File: config.mk
export PLATFORM = sky130hd
export DESIGN_NAME = decode_stage
export DESIGN_NICKNAME = d
export VERILOG_FILES = /design/src/rtl/decode_pkg.sv /design/src/rtl/decode_comb.sv /design/src/rtl/decode_stage.sv
export SDC_FILE = /design/constraint.sdc
export NUM_CORES = 1
export LEC_CHECK = 0
export BUFFER_PORTS_ARGS = -buffer_cell sky130_fd_sc_hd__buf_2
export CORE_MARGIN = 2
export CORE_UTILIZATION = 55
export CTS_BUF_LIST = sky130_fd_sc_hd__clkbuf_16
export DETAILED_ROUTE_END_ITERATION = 16
export GPL_TIMING_DRIVEN = 0
export PLACE_DENSITY = 0.89
export SYNTH_ARGS = -nofsm -noshare
export SYNTH_HDL_FRONTEND = slang
export SYNTH_SLANG_ARGS = --single-unit
File: constraint.sdc
create_clock -name clk -period 2.35 [get_ports clk]
set_input_delay 0.1175 -clock clk [delete_from_list [all_inputs] [get_ports clk]]
set_output_delay 0.1175 -clock clk [all_outputs]
set_load 0.005 [all_outputs]
File: src/rtl/decode_pkg.sv
// Shared types and opcode constants for the RV32I decode stage.
package decode_pkg;

  localparam int DEC_XLEN = 32;

  typedef enum logic [3:0] {
    CODE_NONE   = 4'd0,
    CODE_OP     = 4'd1,
    CODE_OP_IMM = 4'd2,
    CODE_LOAD   = 4'd3,
    CODE_STORE  = 4'd4,
    CODE_BRANCH = 4'd5,
    CODE_JAL    = 4'd6,
    CODE_JALR   = 4'd7,
    CODE_LUI    = 4'd8,
    CODE_AUIPC  = 4'd9,
    CODE_SYSTEM = 4'd10,
    CODE_FENCE  = 4'd11
  } code_e;

  typedef enum logic [2:0] {
    IMM_NONE = 3'd0,
    IMM_I    = 3'd1,
    IMM_S    = 3'd2,
    IMM_B    = 3'd3,
    IMM_U    = 3'd4,
    IMM_J    = 3'd5
  } imm_sel_e;

  // opcode[6:2] values
  localparam logic [4:0] OPC_OP     = 5'b01100;
  localparam logic [4:0] OPC_OP_IMM = 5'b00100;
  localparam logic [4:0] OPC_LOAD   = 5'b00000;
  localparam logic [4:0] OPC_STORE  = 5'b01000;
  localparam logic [4:0] OPC_BRANCH = 5'b11000;
  localparam logic [4:0] OPC_JAL    = 5'b11011;
  localparam logic [4:0] OPC_JALR   = 5'b11001;
  localparam logic [4:0] OPC_LUI    = 5'b01101;
  localparam logic [4:0] OPC_AUIPC  = 5'b00101;
  localparam logic [4:0] OPC_SYSTEM = 5'b11100;
  localparam logic [4:0] OPC_FENCE  = 5'b00011;

  // RV32 view of one decoded beat; the stage keeps an XLEN-wide equivalent.
  typedef struct packed {
    logic [DEC_XLEN-1:0] pc;
    logic [31:0]         instr;
    code_e               code;
    imm_sel_e            imm_sel;
    logic [DEC_XLEN-1:0] imm;
    logic                illegal;
  } dec_beat_t;

  // Raw 32-bit immediate for a given format, sign taken from instr[31].
  function automatic logic [31:0] imm_gen(input logic [31:0] i, input imm_sel_e s);
    logic [31:0] r;
    r = 32'd0;
    case (s)
      IMM_I:   r = {{20{i[31]}}, i[31:20]};
      IMM_S:   r = {{20{i[31]}}, i[31:25], i[11:7]};
      IMM_B:   r = {{19{i[31]}}, i[31], i[7], i[30:25], i[11:8], 1'b0};
      IMM_U:   r = {i[31:12], 12'b0};
      IMM_J:   r = {{11{i[31]}}, i[31], i[19:12], i[20], i[30:21], 1'b0};
      default: r = 32'd0;
    endcase
    return r;
  endfunction

endpackage

File: src/rtl/decode_comb.sv
// Combinational decode of one instruction word into class, format, immediate
// and illegal flag. Illegal words decode as class 0 with no immediate.
module decode_comb
  import decode_pkg::*;
#(
  parameter int XLEN      = 32,
  parameter bit EN_SYSTEM = 1'b1
) (
  input  logic [31:0]     instr,
  output code_e           code,
  output imm_sel_e        imm_sel,
  output logic [XLEN-1:0] imm,
  output logic            illegal
);

  code_e       code_raw;
  logic        sys_ok;
  logic [31:0] imm32;

  // classify opcode, then qualify legality and pick the immediate format
  always_comb begin
    code_raw = CODE_NONE;
    unique case (instr[6:2])
      OPC_OP:     code_raw = CODE_OP;
      OPC_OP_IMM: code_raw = CODE_OP_IMM;
      OPC_LOAD:   code_raw = CODE_LOAD;
      OPC_STORE:  code_raw = CODE_STORE;
      OPC_BRANCH: code_raw = CODE_BRANCH;
      OPC_JAL:    code_raw = CODE_JAL;
      OPC_JALR:   code_raw = CODE_JALR;
      OPC_LUI:    code_raw = CODE_LUI;
      OPC_AUIPC:  code_raw = CODE_AUIPC;
      OPC_SYSTEM: code_raw = CODE_SYSTEM;
      OPC_FENCE:  code_raw = CODE_FENCE;
      default:    code_raw = CODE_NONE;
    endcase

    sys_ok  = EN_SYSTEM || !(code_raw inside {CODE_SYSTEM, CODE_FENCE});
    illegal = (code_raw == CODE_NONE) || (instr[1:0] != 2'b11) || !sys_ok;
    code    = illegal ? CODE_NONE : code_raw;

    case (code)
      CODE_OP_IMM, CODE_LOAD, CODE_JALR, CODE_SYSTEM: imm_sel = IMM_I;
      CODE_STORE:                                     imm_sel = IMM_S;
      CODE_BRANCH:                                    imm_sel = IMM_B;
      CODE_LUI, CODE_AUIPC:                           imm_sel = IMM_U;
      CODE_JAL:                                       imm_sel = IMM_J;
      default:                                        imm_sel = IMM_NONE;
    endcase

    imm32 = imm_gen(instr, imm_sel);
    imm   = XLEN'($signed(imm32));
  end

endmodule

File: src/rtl/decode_stage.sv
// RV32I decode pipeline stage: main output register plus an optional skid
// register so in_ready can be a flop while sustaining one beat per cycle.
module decode_stage
  import decode_pkg::*;
#(
  parameter int XLEN      = 32,
  parameter bit EN_SYSTEM = 1'b1,
  parameter bit EN_SKID   = 1'b1
) (
  input  logic            clk,
  input  logic            rst,
  input  logic            flush,
  input  logic            in_valid,
  output logic            in_ready,
  input  logic [31:0]     in_instr,
  input  logic [XLEN-1:0] in_pc,
  output logic            out_valid,
  input  logic            out_ready,
  output logic [XLEN-1:0] out_pc,
  output logic [31:0]     out_instr,
  output logic [3:0]      out_code,
  output logic [2:0]      out_imm_sel,
  output logic [XLEN-1:0] out_imm,
  output logic            out_illegal
);

  typedef struct packed {
    logic [XLEN-1:0] pc;
    logic [31:0]     instr;
    code_e           code;
    imm_sel_e        imm_sel;
    logic [XLEN-1:0] imm;
    logic            illegal;
  } beat_t;

  code_e           dec_code;
  imm_sel_e        dec_imm_sel;
  logic [XLEN-1:0] dec_imm;
  logic            dec_illegal;

  beat_t in_beat;
  beat_t main_q, main_d, skid_q, skid_d;
  logic  main_valid_q, main_valid_d;
  logic  skid_valid_q, skid_valid_d;
  logic  in_ready_q, in_ready_d;
  logic  accept, drain;

  decode_comb #(.XLEN(XLEN), .EN_SYSTEM(EN_SYSTEM)) u_decode_comb (
    .instr   (in_instr),
    .code    (dec_code),
    .imm_sel (dec_imm_sel),
    .imm     (dec_imm),
    .illegal (dec_illegal)
  );

  // gather the decoded fields of the offered instruction into one beat
  always_comb begin
    in_beat         = '0;
    in_beat.pc      = in_pc;
    in_beat.instr   = in_instr;
    in_beat.code    = dec_code;
    in_beat.imm_sel = dec_imm_sel;
    in_beat.imm     = dec_imm;
    in_beat.illegal = dec_illegal;
  end

  // in_ready is forced low while reset is held so nothing is taken during reset
  assign in_ready = (EN_SKID ? in_ready_q : (!main_valid_q || out_ready)) && !rst;
  assign accept   = in_valid && in_ready;
  assign drain    = main_valid_q && out_ready;

  // next-state for main/skid: skid refills main ahead of any new input
  always_comb begin
    main_d       = main_q;
    main_valid_d = main_valid_q;
    skid_d       = skid_q;
    skid_valid_d = skid_valid_q;
    if (flush) begin
      main_valid_d = 1'b0;
      skid_valid_d = 1'b0;
    end else if (!main_valid_q || drain) begin
      if (skid_valid_q) begin
        main_d       = skid_q;
        main_valid_d = 1'b1;
        skid_valid_d = 1'b0;
      end else begin
        main_valid_d = accept;
        if (accept) main_d = in_beat;
      end
    end else if (accept) begin
      skid_d       = in_beat;
      skid_valid_d = 1'b1;
    end
    in_ready_d = !skid_valid_d;
  end

  // state registers with synchronous reset
  always_ff @(posedge clk) begin
    if (rst) begin
      main_q       <= '0;
      skid_q       <= '0;
      main_valid_q <= 1'b0;
      skid_valid_q <= 1'b0;
      in_ready_q   <= 1'b1;
    end else begin
      main_q       <= main_d;
      skid_q       <= skid_d;
      main_valid_q <= main_valid_d;
      skid_valid_q <= skid_valid_d;
      in_ready_q   <= in_ready_d;
    end
  end

  assign out_valid   = main_valid_q;
  assign out_pc      = main_q.pc;
  assign out_instr   = main_q.instr;
  assign out_code    = main_q.code;
  assign out_imm_sel = main_q.imm_sel;
  assign out_imm     = main_q.imm;
  assign out_illegal = main_q.illegal;

endmodule

==> metrics.yaml <==
synth.distinct_cells: 64
skew_ns: 0.0158
layout_setup_ws_ns: 0.131
vdd_ir_drop_max_mv: 0.498
endpoint_kind: "flop"
hpwl_um: 18700
required_ns: 2.75
synth-seq-area-share_pct: 47.0
ant_nets: 0
worst_slew_pin_slew_ns: 0.774
status: "finished clean"
cts_root_buf: "clkbuf_16"
layout.nets: 1355
wl_per_cell_um: 18.4
via_count: 8863
synth_top_area_cell: "dfxtp_1"
post-route-min-period_ns: 2.22
top_usage_layer: "met2"
hold_class: "input port to flop"
drt-total-wl_um: 27800
drc: 0
clockBufferDepth: 3
cts_setup_buffers: 0
clkSinkCount: 211
hold_depth: 3
io_buffers: 174
arrival_ns: 2.62
worst_hold_slack_ns: 0.0318
row_count: 46
clk_latency_ns: 0.52
synth_cells: 1021
dr.pass1.iters: 5
gr-usage-met2_pct: 50.2
cts_made_buffers: 22
power_per_cell_area_mw_per_mm2: 664
hp-start: "in_instr[2]"
path_clk_slew_ns: 0.06
ios: 175
relSlewSlack_pct: 48.4
grt-ovfl-total: 0
critPathKind: "flop to flop"
worstHoldEndpoint: "out_instr[2]$_SDFFE_PP0P_"
drv_slew: 0
initial_core_util_pct: 56.3
power.leakage_uw: 0.00436
yosys_warnings: 0
drv_cap: 0
final.period_utilization_pct: 94.4
cp_max_fo: 10
reg2reg_slack_ns: 0.13
timing.fmax_mhz: 451
synth_common_cells: "211 x dfxtp_1, 167 x nand2_1, 123 x nor2_1"
synth_edf_count: 0
place_ws_ns: -0.385
synth_area_mm2: 0.00898
cts_tree: "built"
ys_ff_latch: 211
die_area_mm2: 0.0174
die_w_um: 132
synthTopCellsByArea: "dfxtp_1 47%, a211oi_1 7.4%, mux2i_1 7.1%, nand2_1 7.0%, nor2_1 5.1%"
grt_pass1_wl_um: 43600
place_congestion: 0.914
die_h_um: 132
synthFlopType: "dfxtp_1"
grt_pass1_vias: 8525
syn2layout_area_growth_pct: 27.2
r2r-start: "out_valid$_SDFFE_PP0P_"
finalSetupViolations: 0
finalHoldViolations: 0
antenna_found_initial: 0
reg2reg_depth: 8
drt_iter0_drc: 822
post-synth-top-area-fraction_pct: 47.0
yosysMostFrequentCell: "dfxtp_1"
core-area_mm2: 0.0159
timing.rr.end: "out_instr[12]$_SDFFE_PP0P_"
via_per_inst: 5.85
rsz0062_at_grt: "no"
ys_async_sr_fraction_pct: 0
met3_usage_pct: 6.38
track_usage_pct: 30.7
layout-drive-gt1-share_pct: 22.0
start_kind: "flop"
syn_area_per_cell_um2: 8.80
h-tree-depth: 1
grt_max_degree: 14
grtUsageMet1_pct: 38.3
synth_fp_nets: 1095
==> layout by cell type (no fill, tap or decap), types with 3 or more instances in the layout <==
cell type	count
dfxtp_1	211
buf_2	185
nand2_1	167
nor2_1	123
a211oi_1	89
a21oi_1	88
mux2i_1	64
dlygate4sd3_1	62
clkbuf_1	47
nor3_1	24
clkbuf_16	22
a211oi_2	19
clkbuf_2	16
and3_1	16
inv_1	14
a21oi_2	12
o22ai_1	12
buf_1	10
o21ai_0	10
o21ai_1	9
clkinv_1	8
a221oi_1	6
a22oi_1	6
ha_1	5
nand3_1	4
nand3b_1	4
o41ai_2	4
nor2b_1	3
buf_6	3
a31oi_1	3
a311oi_1	3
==> final cells by class <==
type / count / area [µm²]
repair buffers: 236 / 1490
flip-flops and latches: 211 / 4220
clock inverters: 18 / 82.6
fillers: 1195 / 4520
multi-input cells: 714 / 4380
diodes: 1 / 2.50
plain buffers: 89 / 398
inverters: 7 / 26.3
clock buffers: 22 / 551
well taps: 216 / 270
==> kinds of logic after synthesis <==
kind of cell / count (synthesis) / synth area share (%)
compound gates: 281 / 23.1
simple gates: 363 / 17.5
fa+ha+maj: 5 / 0.696
buf+inv: 96 / 4.46
flops: 211 / 47.0
mux: 65 / 7.26
==> flip-flops by register name, indices dropped and copies added (netlist names) <==
register	cells
out_illegal	1
out_valid	1
out_instr	32
out_imm_sel	3
out_code	4
out_imm	32
skid_q	104
skid_valid_q	1
in_ready_q	1
out_pc	32
==> through the flow <==
| stage | power (µW) | cell area (µm²) | std cells | utilization (%) | setup TNS, ns |
|---|---|---|---|---|---|
| after detailed placement | 4450 | 10100 | 1411 | 63.5 | -27.06 |
| after global placement | 4430 | 10100 | 1411 | 63.5 | -15.01 |
| after CTS | 7560 | 11400 | 1513 | 71.4 | -0.0374 |
| final | 7580 | 11400 | 1514 | 71.7 | 0 |
| after floorplan | 4140 | 8980 | 1021 | - | 0 |
| after global routing | 7830 | 11400 | 1513 | 71.7 | 0 |
==> worst max-delay path by stage <==
| stage | end | startpoint | slack [ns] | depth (start not counted) |
|---|---|---|---|---|
| 2_1_floorplan | skid_q[17]$_SDFFE_PP0P_ | in_instr[2] | 0.27 | 9 |
| 3_3_place_gp | skid_q[83]$_SDFFE_PP0P_ | out_valid$_SDFFE_PP0P_ | -0.21 | 6 |
| 3_5_place_dp | skid_q[75]$_SDFFE_PP0P_ | out_valid$_SDFFE_PP0P_ | -0.38 | 6 |
| 4_1_cts | skid_q[83]$_SDFFE_PP0P_ | out_valid$_SDFFE_PP0P_ | -0.03 | 6 |
| 5_1_grt | out_pc[16]$_SDFFE_PP0P_ | out_valid$_SDFFE_PP0P_ | 0.0004 | 8 |
| 6_report | out_instr[12]$_SDFFE_PP0P_ | out_valid$_SDFFE_PP0P_ | 0.13 | 8 |
==> worst max-delay path, cell delays in order (launching register included) <==
cell and delay, ns:
dfxtp_1 0.31, nand2b_1 0.23, nor2b_4 0.27, o21a_1 0.16
clkbuf_1 0.23, clkbuf_4 0.29, buf_2 0.28, nor2_1 0.08
a211oi_1 0.26
==> where the power goes <==
group / total [µW] / leakage, µW / internal, µW / switching, µW
Combinational: 769 / 0.00231 / 317 / 452
Clock: 3100 / 0.000339 / 1690 / 1410
Sequential: 3710 / 0.00171 / 3660 / 48.9
==> layer usage <==
metal,vias up,part of all wire (%)
li1,4137,-
met1,4181,40
met2,444,46
met3,101,9.1
met4,0,5.1
met5,-,0
==> timing repair <==
action                                 CTS  global route
resized for setup                        5            29
hold buffers                            62             0
endpoints found under the hold margin  121             0
setup endpoints to repair              172           130
Note: power is estimated with default switching activity, not from simulation.
